[src/rtl/serial_add_pkg.sv]
// serial_add_pkg: shared types and constants for the bit-serial add/subtract
// sequencer.
//   sa_state_t       - sequencer FSM state encoding (IDLE, RUN, DONE)
//   SA_DEFAULT_WIDTH - default operand/result width in bits
package serial_add_pkg;

    typedef enum logic [1:0] {
        IDLE = 2'd0,
        RUN  = 2'd1,
        DONE = 2'd2
    } sa_state_t;

    localparam int SA_DEFAULT_WIDTH = 64;

endpackage

[src/rtl/serial_add_full_adder.sv]
// full_adder: single-bit full adder. This is the one piece of adder logic
// shared across every bit position of the serial sequencer.
// Ports:
//   a, b  - operand bits
//   cin   - carry in
//   sum   - a ^ b ^ cin
//   cout  - carry out
module full_adder (
    input  logic a,
    input  logic b,
    input  logic cin,
    output logic sum,
    output logic cout
);

    logic p;

    assign p    = a ^ b;
    assign sum  = p ^ cin;
    assign cout = (a & b) | (cin & p);

endmodule

[src/rtl/serial_add_seq.sv]
// serial_add_seq: bit-serial add/subtract sequencer. One full_adder is reused
// for all WIDTH bit positions, one bit per clock, LSB first.
// Ports:
//   clk, reset_n                - clock, asynchronous active-low reset
//   start_valid/start_ready     - operand handshake (ready only in IDLE)
//   a, b, sub                   - operands; sub=1 computes a + ~b + 1
//   result_valid/result_ready   - result handshake (valid only in DONE)
//   result, cout, overflow      - sum/difference, MSB carry out, signed overflow
module serial_add_seq
    import serial_add_pkg::*;
#(
    parameter int WIDTH = SA_DEFAULT_WIDTH
) (
    input  logic             clk,
    input  logic             reset_n,
    input  logic             start_valid,
    output logic             start_ready,
    input  logic [WIDTH-1:0] a,
    input  logic [WIDTH-1:0] b,
    input  logic             sub,
    output logic             result_valid,
    input  logic             result_ready,
    output logic [WIDTH-1:0] result,
    output logic             cout,
    output logic             overflow
);

    localparam int CNT_W = $clog2(WIDTH);
    localparam logic [CNT_W-1:0] LAST_BIT = CNT_W'(WIDTH - 1);

    sa_state_t        state_q, state_d;
    logic [CNT_W-1:0] cnt_q, cnt_d;
    logic [WIDTH-1:0] a_sh_q, a_sh_d;
    logic [WIDTH-1:0] b_sh_q, b_sh_d;
    logic [WIDTH-1:0] res_q, res_d;
    logic             carry_q, carry_d;
    logic             cout_q, cout_d;
    logic             ovf_q, ovf_d;

    logic fa_sum;
    logic fa_cout;

    full_adder u_fa (
        .a    (a_sh_q[0]),
        .b    (b_sh_q[0]),
        .cin  (carry_q),
        .sum  (fa_sum),
        .cout (fa_cout)
    );

    always_comb begin
        state_d = state_q;
        cnt_d   = cnt_q;
        a_sh_d  = a_sh_q;
        b_sh_d  = b_sh_q;
        res_d   = res_q;
        carry_d = carry_q;
        cout_d  = cout_q;
        ovf_d   = ovf_q;

        case (state_q)
            IDLE: begin
                if (start_valid) begin
                    // Subtract is a + ~b + 1: invert b here and seed the
                    // carry with 1 so the shared adder never changes mode.
                    a_sh_d  = a;
                    b_sh_d  = sub ? ~b : b;
                    carry_d = sub;
                    cnt_d   = '0;
                    state_d = RUN;
                end
            end
            RUN: begin
                a_sh_d  = {1'b0, a_sh_q[WIDTH-1:1]};
                b_sh_d  = {1'b0, b_sh_q[WIDTH-1:1]};
                res_d   = {fa_sum, res_q[WIDTH-1:1]};
                carry_d = fa_cout;
                if (cnt_q == LAST_BIT) begin
                    // carry_q is the carry into the MSB on this last bit.
                    cout_d  = fa_cout;
                    ovf_d   = carry_q ^ fa_cout;
                    state_d = DONE;
                end else begin
                    cnt_d = cnt_q + 1'b1;
                end
            end
            DONE: begin
                if (result_ready) begin
                    state_d = IDLE;
                end
            end
            default: state_d = IDLE;
        endcase
    end

    always_ff @(posedge clk or negedge reset_n) begin
        if (!reset_n) begin
            state_q <= IDLE;
            cnt_q   <= '0;
            a_sh_q  <= '0;
            b_sh_q  <= '0;
            res_q   <= '0;
            carry_q <= 1'b0;
            cout_q  <= 1'b0;
            ovf_q   <= 1'b0;
        end else begin
            state_q <= state_d;
            cnt_q   <= cnt_d;
            a_sh_q  <= a_sh_d;
            b_sh_q  <= b_sh_d;
            res_q   <= res_d;
            carry_q <= carry_d;
            cout_q  <= cout_d;
            ovf_q   <= ovf_d;
        end
    end

    assign start_ready  = (state_q == IDLE);
    assign result_valid = (state_q == DONE);
    assign result       = res_q;
    assign cout         = cout_q;
    assign overflow     = ovf_q;

endmodule
[config.mk]
export PLATFORM = sky130hd
export DESIGN_NAME = serial_add_seq
export DESIGN_NICKNAME = d
export VERILOG_FILES = /design/src/rtl/serial_add_pkg.sv /design/src/rtl/serial_add_full_adder.sv /design/src/rtl/serial_add_seq.sv
export SDC_FILE = /design/constraint.sdc
export NUM_CORES = 1
export LEC_CHECK = 0
export CELL_PAD_IN_SITES_DETAIL_PLACEMENT = 1
export CELL_PAD_IN_SITES_GLOBAL_PLACEMENT = 2
export CORE_UTILIZATION = 34
export CTS_BUF_LIST = sky130_fd_sc_hd__clkbuf_8
export DETAILED_ROUTE_END_ITERATION = 10
export PLACE_DENSITY_LB_ADDON = 0.1
export SYNTH_ARGS = -nofsm -noshare
export SYNTH_HDL_FRONTEND = slang
export SYNTH_SLANG_ARGS = --single-unit
[constraint.sdc]
create_clock -name clk -period 2.6 [get_ports clk]
set_clock_uncertainty 0.2 [all_clocks]
set_input_delay 0.39 -clock clk [delete_from_list [all_inputs] [get_ports clk]]
set_output_delay 0.39 -clock clk [all_outputs]
set_load 0.1 [all_outputs]
==> Word-level counts from Yosys, hierarchy flattened <==
Cells that the tools add are included.
{ "classes": {"n_reduce_logical": 6, "multipliers": 0, "n_addsub": 1, "div_mod_pow": 0, "n_eq_ne": 7, "n_mux": 14, "bitwise": 7, "shifts": 0, "magnitude_cmp": 0} }
{ "op_table": {"columns": ["op", "count"], "rows": [
  ["one-hot mux 64 bit (2 select lines)", 2],
  ["two-way mux 64 bit", 3],
  ["inverter 64 bit", 1],
  ["two-way mux 6 bit", 2],
  ["one-hot mux 6 bit (2 select lines)", 1],
  ["adder 6 x 1 -> 6 bit, second input constant", 1],
  ["equality test 6 bit, second input constant", 1],
  ["two-way mux 2 bit", 3],
  ["inequality test 2 bit, second input constant", 3],
  ["one-hot mux 2 bit (3 select lines)", 1],
  ["AND reduction 3 bit", 2],
  ["AND reduction 2 bit", 2],
  ["XOR 1 bit", 3],
  ["AND 1 bit", 2],
  ["equality test 2 x 1 -> 1 bit, second input constant", 1],
  ["equality test 2 bit, second input constant", 1],
  ["zero test 2 bit", 1],
  ["inequality test 2 x 1 -> 1 bit, second input constant", 1],
  ["one-hot mux 1 bit (2 select lines)", 1],
  ["nonzero test 2 bit", 1],
  ["two-way mux 1 bit", 1],
  ["OR 1 bit", 1]
]} }
{ "word_totals": {"ff_bits": 203, "latchBits": 0, "elab_cells": 43, "memories": 0, "rom_bits": 0, "output_inout_bits": 68, "mem_bits_rw": 0, "input_bits": 133} }

==> Longest topological paths before layout <==
{ "logic_depth": {"word_depth": 4, "ltp_mapped": 6, "ltp_nobuf": 4} }

==> By module <==
A second synthesis with hierarchy kept.
{ "unflattened": {"hier_cells": 980, "hier_area_um2": 9415.3} }
{ "by_module_without_submodules": {"columns": ["mod", "n_inst", "seq_area_each_um2", "area_each_um2", "cells_per_inst"], "rows": [
  ["serial_add_seq", 1, 5079.9, 9395.3, 979],
  ["full_adder", 1, 0.0, 20.0, 1]
]} }

==> Least setup slack after synthesis <==
OpenSTA, ideal clock, no wires.
{ "synth_path": {"path_type": "register to output", "start": "register state_q[1]", "end": "output result_valid", "setup_slack_ps": 206, "path_buffers": 0, "arrival_time_ps": 1804, "stages_incl_launch_ff": 2, "required_ps": 2010, "path_cell_list": "dfrtp_1 > nor2b_1"} }
{ "synth_via": {"elab_chain_len": 1} }
{ "synth_rtl": {"columns": ["element", "line_no", "text"], "rows": [
  ["from (decl)", "serial_add_seq.sv:31", "sa_state_t state_q, state_d;"],
  ["from (signal assigned)", "serial_add_seq.sv:107", "state_q <= state_d;"],
  ["equality test 2 bit", "serial_add_seq.sv:119", "assign result_valid = (state_q == DONE);"],
  ["to (decl)", "serial_add_seq.sv:21", "output logic result_valid,"]
]} }
No other way between the ends.

==> Worst setup path in the final report <==
Same ends and word-level chain as after synthesis.

==> flow_summary.ini <==
[status]
status = finished, violations left
violations = DRC

[power]
p_leak_nw = 5.649
peakVddDrop_mv = 0.8816
pwr_density_cell_mw_per_mm2 = 1320
report.power.total_w = 0.01596

[clock_network]
clock_path_buffers = 3
clkTransAtPathRegs_ns = 0.06
htreeDepth = 2
tritoncts = yes
cts.sinks = 203
ctsRootBufferMaster = clkbuf_8
cts_buffers = 39
clock_latency_ns = 0.53

[logic_synthesis]
synthTopCellsByCount = 385 x nand2_1, 203 x dfrtp_1, 65 x a31oi_1, 65 x nor2_1
synth-edff-count = 0
yosys.cell_count.top_type = nand2_1
syn_inst = 1028
synth_top_area_cell = dfrtp_1
synthFlopType = dfrtp_1
synthDistinctLibCells = 37
synth_top_cell_area_share_pct = 55.34
synth_nets = 1163
avgSynthCellArea_um2 = 8.929
synth_area_mm2 = 0.009179
ys_async_sr_fraction_pct = 100.0
synth_area_leaders = dfrtp_1 55%, nand2_1 16%, xor2_1 6.1%
ys_seq_area_share_pct = 55.34
yosys_warnings = 0
synth_seq_cells = 203

[floorplanning]
start_util_pct = 34.93
rows = 59
dieHeight_um = 166.3
dieArea_mm2 = 0.02766
core-area_mm2 = 0.02628
io_pins = 201
die_w_um = 166.3

[grt]
grt_usage_pct = 18.08
grt_first_pass_wirelength_mm = 40.99
grt_overflow_total = 0
grt_max_degree = 80
grt_pass1_vias = 7895
antenna_found_initial = 0

[timing]
setup_slack_ns = 0.4177
max-slew-margin-rel_pct = 59.20
max_freq_mhz = 458.2
final_period_minus_worst_setup_slack_ns = 2.182
worst_pin_slew_ns = 0.6119
fin_setup_tns_ns = 0
period_share_pct = 83.93
setup_viol = 0
maxSlewViolCount = 0
rsz0062_at_grt = no
hold_ws_ns = 0.2285
hold_violations = 0

[final_layout]
fin_cells = 1570
register_area_mm2 = 0.005080
layout-drive-gt1-share_pct = 12.63
diodes = 0
area_growth_pct = 31.73
final_nets = 1342
multi_input_area_mm2 = 0.003674
fill_cells = 3088

[drt]
drc_errors = 12
wirelength_mm = 24.50
first_pass_iters = 7
viasPerCell = 4.857
drt_iter0_drc = 476
ant_nets = 0
wl_per_cell_um = 15.60
via_count = 7625

[critical_path]
crit_type = reg -> out
reg2reg_depth = 4
reg2reg_from = state_q[0]
rr_endpoint = b_sh_q[44]
cp-start-kind = register
required_ns = 2.01
arrival_ns = 1.59
end_kind = primary output
path_max_fanout = 8
reg2reg_slack_ns = 0.53

[worst_hold_path]
holdCritStartpoint = a[27]
hold_depth = 3
hold_path.class = in -> reg
min_to = a_sh_q[27]

[placement]
dpl_worst_slack_ns = 0.4423
post-dp-hpwl_mm = 15.45
place_inst = 1500
gp_congestion = 0.7429
port_buffers = 200

[flow_run]
maxCapViolCount = 0
==> kinds of logic (layout without fill, tap and decap cells) <==
logic type | after synthesis | in the layout | share of synthesized area [%]
buffers and inverters | 85 | 292 | 4.989
muxes | 3 | 3 | 0.3680
adders and majority gates | 2 | 2 | 0.3544
xor gates and xnor gates | 65 | 65 | 6.202
AOI/OAI and AO/OA | 210 | 210 | 13.65
DFF | 203 | 203 | 55.34
and+or+nand+nor | 460 | 460 | 19.10
==> how the worst max path moves through the flow <==
stage	startpoint	cells after the start	slack, ns	endpoint
finish	state_q[1]	2	0.42	result_valid
global route	state_q[1]	2	0.29	result_valid
CTS	state_q[1]	2	0.37	result_valid
detailed placement	start_valid	4	0.44	b_sh_q[61]
global placement	start_valid	4	0.50	b_sh_q[30]
floorplan	state_q[1]	1	0.21	result_valid
==> layout by cell type, fill, tap and decap left out, types with 2 or more instances in the layout <==
cell,netlist,final
buf_4,4,74
inv_1,4,13
a41oi_1,2,2
nand4_1,2,2
o22ai_1,64,64
nand2_1,385,385
buf_12,0,12
o21ai_0,63,63
a21oi_1,4,4
o21ai_1,3,3
clkdlybuf4s50_1,0,130
clkbuf_8,0,49
xor2_1,64,64
a22o_1,2,2
a31oi_1,65,65
dfrtp_1,203,203
mux2_2,3,3
clkinv_2,0,11
nor2_1,65,65
==> repair_timing <==
| action | 4_1_cts | 5_1_grt |
|---|---|---|
| resized for setup | 0 | 0 |
| endpoints found under the setup margin | 0 | 0 |
| buffers inserted | 0 | 0 |
| hold buffers | 1 | 0 |
| endpoints found under the hold margin | 62 | 0 |
==> report_power, final <==
group,switching [W],internal [W]
combinational,0.00510,0.00216
sequential,0.000934,0.00463
clock,0.00137,0.00177
==> worst max-delay path, cell delays in order, from the launching register on <==
cell and delay [ns]:
dfrtp_1 0.52, nor2b_1 0.22, buf_4 0.32
==> cell type report <==
class / count / share of cell area (%)
Multi-Input combinational cell: 740 / 30.38
Timing Repair Buffer: 218 / 17.54
Tap cell: 335 / 3.466
Clock inverter: 21 / 0.9830
Sequential cell: 203 / 42.01
Clock buffer: 48 / 5.464
Inverter: 5 / 0.1552
==> sequential cells by signal, indices dropped and copies added, names as in the netlist <==
signal / cells
a_sh_q: 64
b_sh_q: 64
result: 64
cnt_q: 6
state_q: 2
carry_q: 1
cout: 1
overflow: 1
==> per-layer routing <==
layer / up-vias / GRT usage (%) / part of all wire, %
met1: 3661 / 24.85 / 47
met3: 34 / 3.885 / 5.4
li1: 3776 / - / -
met5: - / 0 / 0
met4: 0 / 5.556 / 1.7
met2: 154 / 28.55 / 45
==> through the flow <==
step                cell area (µm²)  util (%)
global route                  12090     46.01
detailed placement            11300     43.01
CTS                           12090     46.01
finish                        12090     46.01
floorplan                      9179         -
global placement              11300     43.01
(Power assumes the default switching activity.)
